## config.mk

```make
export PLATFORM = sky130hd
export DESIGN_NAME = cordic_sched
export DESIGN_NICKNAME = d
export VERILOG_FILES = /design/src/rtl/cordic_sched.sv
export SDC_FILE = /design/constraint.sdc
export NUM_CORES = 1
export LEC_CHECK = 0
export CAP_MARGIN = 0
export CORE_ASPECT_RATIO = 1.1
export CORE_MARGIN = 3
export CORE_UTILIZATION = 46
export DETAILED_ROUTE_END_ITERATION = 8
export PLACE_DENSITY = 0.86
export SYNTH_ARGS = -nofsm -noshare
export SYNTH_HDL_FRONTEND = slang
export SYNTH_SLANG_ARGS = --single-unit
```

## constraint.sdc

```tcl
create_clock -name clk -period 5.3 [get_ports clk]
set_input_delay 1.06 -clock clk [delete_from_list [all_inputs] [get_ports clk]]
set_output_delay 1.06 -clock clk [all_outputs]
set_load 0.01 [all_outputs]
```

## src/rtl/cordic_sched.sv

```systemverilog
// Round-robin scheduler sharing one iterative sine/cosine CORDIC core between N_REQ requesters.
// Accepted angles are issued to the core one at a time; results (or a timeout error) return to the owner.
module cordic_sched #(
    parameter int unsigned N_REQ   = 4,
    parameter int unsigned TIMEOUT = 20,
    parameter int unsigned PTR_W   = 2
) (
    input  logic                 clk,
    input  logic                 rst,
    input  logic [N_REQ-1:0]     req_valid,
    input  logic [8*N_REQ-1:0]   req_angle,
    output logic [N_REQ-1:0]     req_ready,
    output logic [N_REQ-1:0]     rsp_valid,
    input  logic [N_REQ-1:0]     rsp_ready,
    output logic [7:0]           rsp_sin,
    output logic [7:0]           rsp_cos,
    output logic                 rsp_err,
    output logic                 core_start,
    output logic [7:0]           core_angle,
    input  logic                 core_done,
    input  logic [7:0]           core_sin,
    input  logic [7:0]           core_cos,
    output logic                 busy
);

    localparam int unsigned TMR_W = $clog2(TIMEOUT + 1);
    localparam logic [TMR_W-1:0] TMR_LAST = TMR_W'(TIMEOUT - 1);
    localparam logic [PTR_W-1:0] PTR_LAST = PTR_W'(N_REQ - 1);

    typedef enum logic [1:0] {S_IDLE, S_ISSUE, S_WAIT, S_RESP} state_e;

    state_e             state_q, state_d;
    logic [PTR_W-1:0]   ptr_q, ptr_d;
    logic [PTR_W-1:0]   owner_q, owner_d;
    logic [TMR_W-1:0]   timer_q, timer_d;
    logic [N_REQ-1:0]   rsp_valid_q, rsp_valid_d;
    logic [7:0]         rsp_sin_q, rsp_sin_d;
    logic [7:0]         rsp_cos_q, rsp_cos_d;
    logic               rsp_err_q, rsp_err_d;
    logic               core_start_q, core_start_d;
    logic [7:0]         core_angle_q, core_angle_d;
    logic               busy_q, busy_d;

    logic               grant_found;
    logic [PTR_W-1:0]   grant_idx;
    logic [PTR_W:0]     scan_sum;
    logic               accept;

    // Round-robin scan starting at ptr, wrapping modulo N_REQ; first valid requester wins.
    always_comb begin
        grant_found = 1'b0;
        grant_idx   = '0;
        scan_sum    = '0;
        for (int unsigned k = 0; k < N_REQ; k++) begin
            scan_sum = {1'b0, ptr_q} + (PTR_W+1)'(k);
            if (scan_sum >= (PTR_W+1)'(N_REQ)) begin
                scan_sum = scan_sum - (PTR_W+1)'(N_REQ);
            end
            if (!grant_found && req_valid[PTR_W'(scan_sum)]) begin
                grant_found = 1'b1;
                grant_idx   = PTR_W'(scan_sum);
            end
        end
    end

    assign accept    = (state_q == S_IDLE) && grant_found;
    assign req_ready = accept ? (N_REQ'(1) << grant_idx) : '0;

    always_comb begin
        state_d      = state_q;
        ptr_d        = ptr_q;
        owner_d      = owner_q;
        timer_d      = timer_q;
        rsp_valid_d  = rsp_valid_q;
        rsp_sin_d    = rsp_sin_q;
        rsp_cos_d    = rsp_cos_q;
        rsp_err_d    = rsp_err_q;
        core_start_d = 1'b0;
        core_angle_d = core_angle_q;

        case (state_q)
            S_IDLE: begin
                if (accept) begin
                    owner_d      = grant_idx;
                    core_angle_d = req_angle[{grant_idx, 3'b000} +: 8];
                    ptr_d        = (grant_idx == PTR_LAST) ? '0 : grant_idx + 1'b1;
                    core_start_d = 1'b1;
                    state_d      = S_ISSUE;
                end
            end
            S_ISSUE: begin
                timer_d = '0;
                state_d = S_WAIT;
            end
            S_WAIT: begin
                timer_d = timer_q + TMR_W'(1);
                // A done arriving on the timeout cycle still counts as a good result.
                if (core_done) begin
                    rsp_sin_d   = core_sin;
                    rsp_cos_d   = core_cos;
                    rsp_err_d   = 1'b0;
                    rsp_valid_d = N_REQ'(1) << owner_q;
                    state_d     = S_RESP;
                end else if (timer_q == TMR_LAST) begin
                    rsp_sin_d   = '0;
                    rsp_cos_d   = '0;
                    rsp_err_d   = 1'b1;
                    rsp_valid_d = N_REQ'(1) << owner_q;
                    state_d     = S_RESP;
                end
            end
            S_RESP: begin
                if (rsp_ready[owner_q]) begin
                    rsp_valid_d = '0;
                    state_d     = S_IDLE;
                end
            end
            default: state_d = S_IDLE;
        endcase

        busy_d = (state_d != S_IDLE);
    end

    always_ff @(posedge clk or posedge rst) begin
        if (rst) begin
            state_q      <= S_IDLE;
            ptr_q        <= '0;
            owner_q      <= '0;
            timer_q      <= '0;
            rsp_valid_q  <= '0;
            rsp_sin_q    <= '0;
            rsp_cos_q    <= '0;
            rsp_err_q    <= 1'b0;
            core_start_q <= 1'b0;
            core_angle_q <= '0;
            busy_q       <= 1'b0;
        end else begin
            state_q      <= state_d;
            ptr_q        <= ptr_d;
            owner_q      <= owner_d;
            timer_q      <= timer_d;
            rsp_valid_q  <= rsp_valid_d;
            rsp_sin_q    <= rsp_sin_d;
            rsp_cos_q    <= rsp_cos_d;
            rsp_err_q    <= rsp_err_d;
            core_start_q <= core_start_d;
            core_angle_q <= core_angle_d;
            busy_q       <= busy_d;
        end
    end

    assign rsp_valid  = rsp_valid_q;
    assign rsp_sin    = rsp_sin_q;
    assign rsp_cos    = rsp_cos_q;
    assign rsp_err    = rsp_err_q;
    assign core_start = core_start_q;
    assign core_angle = core_angle_q;
    assign busy       = busy_q;

endmodule

```

==> results of run 1 <==
==> worst max-delay path by stage <==
stage | from | endpoint
2_1_floorplan | req_valid[3] | req_ready[1]
3_3_place_gp | req_valid[3] | req_ready[0]
3_5_place_dp | req_valid[3] | req_ready[1]
4_1_cts | req_valid[3] | req_ready[1]
5_1_grt | req_valid[3] | req_ready[1]
6_report | req_valid[3] | req_ready[1]
==> routing by layer <==
layer | vias to the layer above | routed length (µm) | global-route usage
met1 | 946 | 2477 | 0.2710
li1 | 944 | - | -
met3 | 11 | 517 | 0.07089
met4 | 0 | 130 | 0.08856
met5 | - | 0 | 0
met2 | 94 | 2778 | 0.3652
==> area by class of cell <==
cell class | count | area share
flip-flops and latches | 42 | 0.3177
repair buffers | 96 | 0.2882
clock buffers | 7 | 0.02610
multi-input cells | 142 | 0.3324
well taps | 54 | 0.02042
inverters | 12 | 0.01362
clock inverters | 1 | 0.001513
==> worst register-to-register path, stage by stage (launching register included) <==
cell and delay (ns):
dfrtp_1 0.41, ha_1 0.25, nor4bb_1 0.15, o21ai_1 0.66
buf_4 0.32, nand2_1 0.07, a211oi_1 0.23, a211oi_1 0.08
==> metrics by stage <==
stage                     setup slack, ns  utilization  hold WS (ns)  power (W)  cells
after detailed placement           0.9140       0.7192        0.4701   0.001471    346
after floorplan                     2.166            -        0.4455   0.001081    203
after global routing               0.7733       0.7396        0.5108   0.001798    354
after global placement              1.022       0.7192        0.4589   0.001442    346
final                              0.8928       0.7396        0.4866   0.001676    354
after CTS                          0.9150       0.7396        0.4894   0.001690    354
==> state kept, by name, indices dropped and copies added (netlist names), 2 cells and up <==
| register | flops |
|---|---|
| rsp_valid | 4 |
| rsp_cos | 8 |
| core_angle | 8 |
| state_q | 2 |
| ptr_q | 2 |
| rsp_sin | 8 |
| owner_q | 2 |
| timer_q | 5 |
==> cells in the mapped netlist, types with 2 or more instances <==
cell and count:
a21o_1 3, a221o_1 8, nor2_1 6, a21oi_1 11, a22o_1 17, nand3_1 11, inv_1 10, inv_2 2
mux2_4 7, o21ai_0 13, dfrtp_1 42, a211oi_1 2, and2_1 5, nand2b_1 3, o41ai_1 4, clkbuf_1 5
o31ai_1 2, nand2_1 20, o21ai_1 2, ha_1 8
==> cell families after synthesis <==
family	share of synthesized area
AOI/OAI and AO/OA	0.2468
and+or+nand+nor	0.1284
DFF	0.4711
buffers and inverters	0.03590
muxes	0.07291
adders and majority gates	0.04487
==> placed cells by master, fill, tap and decap left out, types with 2 or more instances in the layout <==
master,instances
clkdlybuf4s50_1,93
and2_1,5
o41ai_1,4
ha_1,8
nand3_1,11
o31ai_1,2
a221o_1,8
nand2b_1,3
a22o_1,17
mux2_4,7
inv_1,10
nor2_1,6
o21ai_0,13
inv_2,2
a21o_1,3
a211oi_1,2
buf_4,3
dfrtp_1,42
nand2_1,20
clkbuf_8,6
o21ai_1,2
a21oi_1,11
==> power by group <==
| group | switching, W | internal [W] | total [W] | leakage (nW) |
|---|---|---|---|---|
| Sequential | 0.000104 | 0.000457 | 0.000561 | 0.533 |
| Clock | 0.000105 | 0.000105 | 0.000210 | 0.0482 |
| Combinational | 0.000424 | 0.000481 | 0.000905 | 0.853 |
==> metrics.txt, run 1 <==
WP data required 4.24 ns; initial antenna violation count 0; Yosys warning total 0; number of CTS-inserted buffers 5; CTS tree built; final critical-path share of the clock period 0.8316; Startpoint Class input pin; H-tree levels 2; fmax 0.2269 GHz; worst reg2reg path depth 7; GR Util All Layers 0.2230; Synth Area per Inst 10.99 µm²; worst slew pin tran 0.8441 ns; vias in the first global route 2066; cells along the critical path clkdlybuf4s50_1 -> nand2b_1 -> a211oi_2 -> nor2_1 -> inv_1 -> ha_1 -> and2_1 -> clkdlybuf4s50_1; Crit. path cell count 8; clk_lat worst skew 0.29 ns; Longest Clk Path Bufs 2; std cell rows 25; leakage 1.435 nW; hold buffers post-CTS 0; placed inst area 3217 µm²; Fin Setup TNS 0 ns; Final Hold Viols 0; Synth top area share 0.4711; Die Wd 72.40 µm; core area 4473 µm²; DRT iter0 DRCs 122; share of cells above drive strength 1 0.09667; CTS resizes 0; nets 366; first-pass GRT wire length 9922 µm; RSZ-0062 raised after global routing false; Mapped Cells 203; CP Capture Type output pin; Post-CTS Setup Inserts 0; syn_nets 270; Hold Crit Class reg -> reg; GP Congestion 0.8358; Max Slew Vio Count 0; final instance area 3308 µm²; multi-input logic area 1100 µm²; dominant cells by area after synthesis dfrtp_1, a22o_1, mux2_4; Worst VDD drop 0.2487 mV; Post-synth top flop dfrtp_1; MaxCap Viol Count 0; Die ar. 5723 µm²; r2r setup slk 3.00 ns; clk sinks 42; Worst Hold Depth 2; slowest cell on the critical path clkdlybuf4s50_1; Critical Path Max Stage Delay 0.55 ns; # port buffers 93; Hold EP rsp_valid[2]$_DFFE_PP0P_; die height 79.04 µm; Routed WL per cell 16.68 µm; DR vias/cell 5.636; Starting Density 0.4987; crit-path most repeated cell clkdlybuf4s50_1; Max-Slew Margin vs Limit 0.4335; synthesized area 2231 µm²; Yosys reg bits 42; Worst Min Path Start rsp_valid[2]$_DFFE_PP0P_; via count 1995; final-report setup violation count 0; clock-pin transition on the worst setup and hold timing paths 0.07 ns; First-pass DRT Iterations 4; largest net degree at the start of global routing 27; outcome finished, final reports clean; IO Count 94; crit path max fanout 6; grt total ovfl 0; leading area contributor after synthesis dfrtp_1; sequential-to-total area share from yosys stat 0.4711; Worst R2R End busy$_DFF_PP0_; skew final 0.001797 ns; post-synthesis cell type count 42; residual DRC count 0; Pwr Density 506.7 nW/µm²; flip-flop and latch area 1051 µm²; CP Data Arrival Time 3.35 ns; area delta synth->final 48.29%; Post-DRT Antenna Nets 0; fill count 319; Crit Path Class in -> out; diode count 0; number of flops mapped to enable cells by yosys 0; overall routed net length 5903 µm; kind of cell adding the most delay to the critical path buffers and inverters; crit path time final 4.407 ns; origin of the critical flop-to-flop path timer_q[0]$_DFFE_PP0P_; Bufs and invs on worst path 3; CTS root buffer clkbuf_8; Post-synth ARST share 1.000; detailed placement HPWL 4563 µm
(Power assumes the default switching activity.)
==> inputs of run 2 (changes only) <==
--- a/config.mk
+++ b/config.mk
@@ -8,9 +8,9 @@
 export CAP_MARGIN = 0
 export CORE_ASPECT_RATIO = 1.1
 export CORE_MARGIN = 3
-export CORE_UTILIZATION = 46
+export CORE_UTILIZATION = 43
 export DETAILED_ROUTE_END_ITERATION = 8
-export PLACE_DENSITY = 0.86
+export PLACE_DENSITY = 0.81
 export SYNTH_ARGS = -nofsm -noshare
 export SYNTH_HDL_FRONTEND = slang
 export SYNTH_SLANG_ARGS = --single-unit
==> constraint.sdc (replaced) <==
create_clock -name clk -period 4.16 [get_ports clk]
set_input_delay 0.832 -clock clk [delete_from_list [all_inputs] [get_ports clk]]
set_output_delay 0.832 -clock clk [all_outputs]
set_load 0.01 [all_outputs]
==> run 2 against run 1 <==
Against the previous run: largest power group unchanged; global-route usage decreased by 2.8 points; clock skew grew 0.0042 ns; combinational power up 27%; first-iteration DRC count rose by 46%; total power is 30% higher.
==> metrics.txt, run 2 (synthesis gave the netlist of run 1 again) <==
outcome finished, final reports clean; Post-DRT Antenna Nets 0; leakage 1.454 nW; Max Slew Vio Count 0; CTS root buffer clkbuf_8; IO Count 94; Final Hold Viols 0; Worst VDD drop 0.2865 mV; nets 368; grt total ovfl 0; initial antenna violation count 0; overall routed net length 5682 µm; via count 2010; CP Capture Type output pin; Starting Density 0.4634; Pwr Density 649.8 nW/µm²; GP Congestion 0.8318; largest net degree at the start of global routing 43; r2r setup slk 2.10 ns; Crit Path Class in -> out; Hold Crit Class reg -> reg; CTS tree built; worst slew pin tran 0.5925 ns; H-tree levels 2; origin of the critical flop-to-flop path ptr_q[1]$_DFFE_PP0P_; crit path launch req_valid[1]; # port buffers 93; Tot Pwr 0.002173 W; Startpoint Class input pin; std cell rows 26; CP Data Arrival Time 2.99 ns; GR Util All Layers 0.1954; skew final 0.006022 ns; number of CTS-inserted buffers 5; First-pass DRT Iterations 4; Die ar. 6089 µm²; MaxCap Viol Count 0; die height 81.55 µm; worst reg2reg path depth 6; Worst Setup EP req_ready[1]; clock-pin transition on the worst setup and hold timing paths 0.08 ns; fmax 0.2617 GHz; crit path time final 3.821 ns; vias in the first global route 2038; Post-CTS Setup Inserts 0; final-report setup violation count 0; share of cells above drive strength 1 0.1060; CTS resizes 0; residual DRC count 0; first-pass GRT wire length 9384 µm; clk sinks 42; Longest Clk Path Bufs 2; core area 4815 µm²; final critical-path share of the clock period 0.9185; DR vias/cell 5.615; RSZ-0062 raised after global routing false; Worst R2R End core_angle[1]$_DFFE_PP0P_; DRT iter0 DRCs 178; WP data required 3.33 ns; crit path max fanout 7; hold buffers post-CTS 0; Max-Slew Margin vs Limit 0.6050; area delta synth->final 49.86%; Die Wd 74.68 µm; commonest non-fill, non-tap cell in the layout clkdlybuf4s50_1; diode count 0; commonest cells after routing, fill and taps aside clkdlybuf4s50_1, dfrtp_1, nand2_1; detailed placement HPWL 4398 µm; Routed WL per cell 15.87 µm; clk_lat worst skew 0.28 ns; Fin Setup TNS 0 ns
==> run 2: cell types whose count changed in the layout (fill, tap and decap cells not counted) <==
cell	previous run	this run
buf_4	3	5
bufinv_16	0	1
clkbuf_1	1	0
clkbuf_8	6	5
clkinv_2	1	2
==> run 2: worst max-delay path, stage by stage <==
cell	delay, ns
clkdlybuf4s50_1	0.64
nor3b_1	0.11
a211oi_2	0.39
nor2_1	0.14
inv_1	0.10
ha_1	0.13
and2_1	0.12
clkdlybuf4s50_1	0.54
==> run 2: routing by layer <==
layer,wire (µm),track usage,vias to the layer above
met5,0,0,-
met4,53,0.05338,0
met3,552,0.06977,6
met2,2577,0.3225,95
met1,2499,0.2411,957
li1,-,-,952
==> run 2: how the worst min path moves through the flow <==
stage | startpoint | to | cells after the start
after detailed placement | rsp_valid[3]$_DFFE_PP0P_ | rsp_valid[3]$_DFFE_PP0P_ | 2
after global routing | timer_q[4]$_DFFE_PP0P_ | timer_q[4]$_DFFE_PP0P_ | 1
after global placement | rsp_valid[3]$_DFFE_PP0P_ | rsp_valid[3]$_DFFE_PP0P_ | 2
after floorplan | timer_q[4]$_DFFE_PP0P_ | timer_q[4]$_DFFE_PP0P_ | 1
final | rsp_valid[3]$_DFFE_PP0P_ | rsp_valid[3]$_DFFE_PP0P_ | 2
after CTS | rsp_valid[3]$_DFFE_PP0P_ | rsp_valid[3]$_DFFE_PP0P_ | 2
==> run 2: cell type report <==
class                           count  area, µm²
Multi-Input combinational cell    142       1100
Clock buffer                        5      68.82
Sequential cell                    42       1051
Clock inverter                      3      40.04
Timing Repair Buffer               98      968.4
Fill cell                         377       1471
Tap cell                           56      70.07
Inverter                           12      45.04
==> run 2: per-stage QoR <==
step	std cells	util	instance area, µm²	setup WS [ns]	hold slack, ns
floorplan	203	-	2231	1.482	0.4455
detailed placement	350	0.6718	3234	0.3526	0.4660
finish	358	0.6944	3343	0.3392	0.4869
global placement	350	0.6718	3234	0.4002	0.4590
global route	358	0.6944	3343	0.1503	0.5002
CTS	358	0.6944	3343	0.3330	0.4852
==> run 2: power by group <==
group | internal, W | total [W] | leakage (nW) | switching [W]
Combinational | 0.000618 | 0.00115 | 0.863 | 0.000536
Sequential | 0.000582 | 0.000708 | 0.533 | 0.000126
Clock | 0.000177 | 0.000312 | 0.0579 | 0.000135
